## src/rtl/z80_sys_ctrl.sv

```systemverilog
// System controller for the Z80 mini computer: delayed CPU reset, memory/I/O decode, wait states, read mux.
// Optional sticky unmapped-I/O error capture is enabled by defining Z80_SYS_BUS_ERR_EN.
module z80_sys_ctrl #(
    parameter int unsigned RST_CYCLES   = 8,
    parameter logic [15:0] ROM_END      = 16'h7FFF,
    parameter logic [7:0]  IO_BASE      = 8'h84,
    parameter int unsigned NUM_IO       = 4,
    parameter int unsigned IO_SPAN_LOG2 = 1,
    parameter int unsigned MEM_WAIT     = 0,
    parameter int unsigned IO_WAIT      = 2
) (
    input  logic                cpu_clk,
    input  logic                n_RST,
    input  logic [15:0]         i_cpu_addr,
    input  logic                i_cpu_mreq,
    input  logic                i_cpu_iorq,
    input  logic                i_cpu_rd,
    input  logic                i_cpu_wr,
    output logic                o_cpu_rst,
    output logic                o_cpu_wait,
    output logic                o_rom_ce,
    output logic                o_ram_ce,
    output logic [NUM_IO-1:0]   o_io_ce,
    input  logic [7:0]          i_rom_data,
    input  logic [7:0]          i_ram_data,
    input  logic [8*NUM_IO-1:0] i_io_data,
    output logic [7:0]          o_cpu_data_in,
    output logic                o_bus_err,
    output logic [7:0]          o_err_port
);

    localparam logic [7:0] RST_TARGET  = 8'(RST_CYCLES);
    localparam logic [3:0] MEM_N       = 4'(MEM_WAIT);
    localparam logic [3:0] IO_N        = 4'(IO_WAIT);
    localparam logic [7:0] IO_BASE_IDX = IO_BASE >> IO_SPAN_LOG2;

    typedef enum logic [1:0] {
        ST_IDLE,
        ST_WAIT,
        ST_DONE
    } state_t;

    logic [7:0]        r_rst_cnt;
    logic              w_cpu_rst;
    logic [7:0]        w_io_idx;
    logic              w_rom_ce;
    logic              w_ram_ce;
    logic [NUM_IO-1:0] w_io_ce;
    logic [7:0]        w_rd_data;
    logic              w_access;
    logic [3:0]        w_n;
    state_t            r_state;
    state_t            w_next_state;
    logic [3:0]        r_cnt;
    logic [3:0]        w_next_cnt;
    logic              w_wait;

    // ---------------- Reset sequencer ----------------
    // NOTE: sequential state uses non-blocking (<=) so every flop samples pre-edge values.
    always_ff @(posedge cpu_clk or negedge n_RST) begin
        if (!n_RST) begin
            r_rst_cnt <= '0;
        end else if (r_rst_cnt < RST_TARGET) begin
            r_rst_cnt <= r_rst_cnt + 8'd1;
        end
    end

    assign w_cpu_rst = (r_rst_cnt < RST_TARGET);

    // ---------------- Address decode ----------------
    assign w_io_idx = i_cpu_addr[7:0] >> IO_SPAN_LOG2;

    always_comb begin
        w_rom_ce = i_cpu_mreq & ~w_cpu_rst & (i_cpu_addr <= ROM_END);
        w_ram_ce = i_cpu_mreq & ~w_cpu_rst & (i_cpu_addr > ROM_END);
        for (int k = 0; k < NUM_IO; k++) begin
            w_io_ce[k] = i_cpu_iorq & ~w_cpu_rst & (w_io_idx == IO_BASE_IDX + 8'(k));
        end
    end

    // ---------------- Read data mux ----------------
    // NOTE: every combinational output gets a default first so no path leaves it unassigned (no latch).
    always_comb begin
        w_rd_data = 8'hFF;
        if (i_cpu_rd) begin
            if (w_rom_ce) begin
                w_rd_data = i_rom_data;
            end else if (w_ram_ce) begin
                w_rd_data = i_ram_data;
            end else begin
                for (int k = 0; k < NUM_IO; k++) begin
                    if (w_io_ce[k]) begin
                        w_rd_data = i_io_data[8*k +: 8];
                    end
                end
            end
        end
    end

    // ---------------- Wait-state FSM ----------------
    assign w_access = (i_cpu_mreq | i_cpu_iorq) & (i_cpu_rd | i_cpu_wr) & ~w_cpu_rst;
    assign w_n      = i_cpu_iorq ? IO_N : MEM_N;

    always_comb begin
        w_next_state = r_state;
        w_next_cnt   = r_cnt;
        w_wait       = 1'b0;
        case (r_state)
            ST_IDLE: begin
                if (w_access) begin
                    if (w_n == 4'd0) begin
                        w_next_state = ST_DONE;
                    end else begin
                        // The first wait cycle is the access cycle itself, so only N-1 remain.
                        w_wait       = 1'b1;
                        w_next_cnt   = w_n - 4'd1;
                        w_next_state = (w_n > 4'd1) ? ST_WAIT : ST_DONE;
                    end
                end
            end
            ST_WAIT: begin
                if (!w_access) begin
                    w_next_state = ST_IDLE;
                end else begin
                    w_wait     = 1'b1;
                    w_next_cnt = r_cnt - 4'd1;
                    if (r_cnt == 4'd1) begin
                        w_next_state = ST_DONE;
                    end
                end
            end
            ST_DONE: begin
                if (!w_access) begin
                    w_next_state = ST_IDLE;
                end
            end
            default: w_next_state = ST_IDLE;
        endcase
    end

    always_ff @(posedge cpu_clk or negedge n_RST) begin
        if (!n_RST) begin
            r_state <= ST_IDLE;
            r_cnt   <= '0;
        end else if (w_cpu_rst) begin
            r_state <= ST_IDLE;
            r_cnt   <= '0;
        end else begin
            r_state <= w_next_state;
            r_cnt   <= w_next_cnt;
        end
    end

    // ---------------- Unmapped I/O capture ----------------
`ifdef Z80_SYS_BUS_ERR_EN
    logic       r_bus_err;
    logic [7:0] r_err_port;
    logic       w_err_hit;

    assign w_err_hit = (r_state == ST_IDLE) & w_access & i_cpu_iorq & ~(|w_io_ce) & ~r_bus_err;

    always_ff @(posedge cpu_clk or negedge n_RST) begin
        if (!n_RST) begin
            r_bus_err  <= 1'b0;
            r_err_port <= 8'h00;
        end else if (w_err_hit) begin
            r_bus_err  <= 1'b1;
            r_err_port <= i_cpu_addr[7:0];
        end
    end

    assign o_bus_err  = r_bus_err;
    assign o_err_port = r_err_port;
`else
    assign o_bus_err  = 1'b0;
    assign o_err_port = 8'h00;
`endif

    assign o_cpu_rst     = w_cpu_rst;
    assign o_cpu_wait    = w_wait;
    assign o_rom_ce      = w_rom_ce;
    assign o_ram_ce      = w_ram_ce;
    assign o_io_ce       = w_io_ce;
    assign o_cpu_data_in = w_rd_data;

endmodule

```

## config.mk

```make
export PLATFORM = sky130hd
export DESIGN_NAME = z80_sys_ctrl
export DESIGN_NICKNAME = d
export VERILOG_FILES = /design/src/rtl/z80_sys_ctrl.sv
export SDC_FILE = /design/constraint.sdc
export NUM_CORES = 1
export LEC_CHECK = 0
export BUFFER_PORTS_ARGS = -buffer_cell sky130_fd_sc_hd__buf_2
export CAP_MARGIN = 10
export CORE_MARGIN = 2
export CORE_UTILIZATION = 45
export CTS_BUF_LIST = sky130_fd_sc_hd__clkbuf_2 sky130_fd_sc_hd__clkbuf_4 sky130_fd_sc_hd__clkbuf_8
export DETAILED_ROUTE_END_ITERATION = 8
export PLACE_DENSITY = 0.9
export SYNTH_ARGS = -nofsm -noshare
export SYNTH_HDL_FRONTEND = slang
export SYNTH_SLANG_ARGS = --single-unit
```

## constraint.sdc

```tcl
create_clock -name cpu_clk -period 5.67 [get_ports cpu_clk]
set_input_delay 0.567 -clock cpu_clk [delete_from_list [all_inputs] [get_ports cpu_clk]]
set_output_delay 0.567 -clock cpu_clk [all_outputs]
set_load 0.01 [all_outputs]
```

==> qor.csv <==
metric,value,unit
outcome,finished clean,
Rel. slew slack,0.604,
Worst EP required,5.10,ns
Clock Latency Late Sink,0.27,ns
cells after synthesis,154,
FF-to-FF Start,r_rst_cnt[5],
Pre-antenna DRT Iters,4,
simple-gate share of the synthesized area,0.229,
Post-Syn Area per Cell,8.24,um2
H-tree levels,1,
tightest hold margin,0.169,ns
Finished Layout Cells,254,
crit path buf inv count,2,
Synth Area in Compound Gates,0.240,
Yosys reg bits,14,
Core Box Area,2710,um2
Final Cycle Share,0.535,
"critical path, cell by cell","buf_2, or4b_4, or3b_4, o22ai_1, a32oi_1, a211o_1, buf_2",
Total Nets Final,298,
FF-to-FF path depth,5,
Die Height,57.1,um
worst reg-to-reg setup slack,3.89,ns
FP Rows,19,
xor/xnor share of the synthesized area,0.0138,
DRC viols,0,
Adder-Cell Fraction of Synth Area,0.0296,
Async SR Flop Fraction,1.00,
most frequent cells in the layout,"77 x buf_2, 14 x dfrtp_1, 12 x nand2_1, 12 x nor2_1",
Synth Cell Area,1270,um2
worst stage delay on the critical path,0.54,ns
post-CTS setup buffers,0,
worst min path class,in2async,
pin count of the biggest net entering global routing,23,
"commonest non-fill, non-tap cell in the layout",buf_2,
final hold viol count,0,
Placed Cells,251,
sequential area share after synthesis,0.276,
routed vias/inst,5.32,
DRT iter0 DRCs,76,
P per Cell Area,174,nW/um2
"Remaining Overflow, GRT",0,
slowest CP cell,or4b_4,
share of synthesized area spent on multiplexers,0.0897,
DR top layer,met4,
Clock Tree Root,clkbuf_4,
num ports,95,
Max-Cap Viols,0,
critical path peak fanout,13,
Sink Count,14,
Fmax,330,MHz
initial antenna violation count,0,
CTS Buffer Depth,2,
total CTS buffers,3,
diodes inserted,0,
Critical Path Stages,7,
Worst path most repeated cell,buf_2,
Placement Setup Slack,2.64,ns
WP data arrival,2.47,ns
RSZ-0062 raised after global routing,false,
Worst Skew,0.00177,ns
final setup vio count,0,
post-route ant nets,0,
CP top delay family,simple AND/OR/NAND/NOR gates,
Met1 Wirelength,1.27,mm
DP HPWL,2.62,mm
post-synth cell types,41,
share of the synthesized area in the top cell type,0.276,
post-CTS sizing,0,
actual slew at the worst max-slew pin,0.589,ns
first-pass GRT wire length,5.10,mm
die area,3260,um2
dominant register cell in the synthesized netlist,dfrtp_1,
# hold bufs at CTS,0,
WS Path Type,in2out,
vias,1352,
CTS tree,yes,
Tmin final,3.03,ns
main combinational cell family by area after synthesis,compound AO/OA/AOI/OAI gates,
crit path launch type,primary input,
top cell type by total area after synthesis,dfrtp_1,
Layout Utilization,0.598,
fraction of layout cells with a size suffix above 1,0.395,
"Slew Viols, Final",0,
Worst VDD drop,177,uV
clock-pin slew on the worst setup and hold paths,0.08,ns
metal3 WL,312,um
gr usage total,0.192,
WL met2,1.57,mm
DRT Wirelength,3.16,mm
area grow syn2layout,27.7,%
Synth area leaders,"dfrtp_1 28%, buf_4 7.1%, mux2i_1 6.3%",
Final TNS setup,0,ns
I/O Buffers,77,
Starting Density,0.468,
Routed WL per cell,12.5,um
leakage power,0.868,nW
worst setup margin,2.64,ns
Reg-to-Reg End,r_rst_cnt[2],
Crit. End Element,primary output,
Synth Warn #,0,
Fillers,262,
DIE WIDTH,57.1,um
number of global-route vias before repair,1227,
"EDFF count, synth",0,
Final Wtd Congestion,0.892,
registers in the layout, indices dropped and copies added, names as in the netlist:
name       flops
r_rst_cnt      8
r_cnt          4
r_state        2
metal layers:
layer  global-route usage  vias up
met5                    0        -
met4               0.0166        0
met1                0.234      605
met2                0.343       57
li1                     -      688
met3               0.0635        2
layout make-up:
cell class | count | area [um2] | share of cell area
well taps | 31 | 38.8 | 0.0239
flip-flops and latches | 14 | 350 | 0.216
clock buffers | 3 | 22.5 | 0.0139
multi-input cells | 122 | 797 | 0.492
repair buffers | 77 | 385 | 0.238
inverters | 7 | 26.3 | 0.0162
power by group:
part | leakage [nW] | switching [mW] | total [mW] | internal [mW]
clock | 0.0138 | 0.0288 | 0.0534 | 0.0246
sequential | 0.179 | 0.0135 | 0.127 | 0.114
combinational | 0.674 | 0.0513 | 0.101 | 0.0500
worst max path at each step:
| stage | from | to | slack, ns |
|---|---|---|---|
| after CTS | i_cpu_addr[6] | o_cpu_data_in[7] | 2.64 |
| after global placement | i_cpu_addr[6] | o_cpu_data_in[2] | 2.65 |
| after detailed placement | i_cpu_addr[6] | o_cpu_data_in[0] | 2.64 |
| after floorplan | i_cpu_addr[6] | o_cpu_data_in[0] | 2.87 |
| final | i_cpu_addr[6] | o_cpu_data_in[7] | 2.64 |
| after global routing | i_cpu_addr[6] | o_cpu_data_in[2] | 2.55 |
stage by stage:
| step | area (um2) | total power [mW] |
|---|---|---|
| finish | 1620 | 0.282 |
| global route | 1620 | 0.305 |
| CTS | 1620 | 0.286 |
| detailed placement | 1600 | 0.232 |
| global placement | 1600 | 0.228 |
| floorplan | 1300 | 0.194 |
logic make-up (layout without fill, tap and decap cells):
kind of cell | count (synthesis) | count (layout)
buffers and inverters | 26 | 87
muxes | 11 | 11
DFF | 14 | 14
xor gates and xnor gates | 2 | 2
and+or+nand+nor | 55 | 55
AOI/OAI and AO/OA | 42 | 42
adders and majority gates | 3 | 3
other | 1 | 9
Yosys cell counts (4+ instances only):
cell type and number:
clkbuf_1 5, nand2_1 12, nor3_1 10, a32oi_1 4, dfrtp_1 14, o221ai_1 5
o21ai_0 10, nor2_1 12, a21oi_1 5, buf_4 12, o311a_1 4, a211o_1 4
inv_1 6, mux2i_1 8
Power figures use the tool's default switching activity.
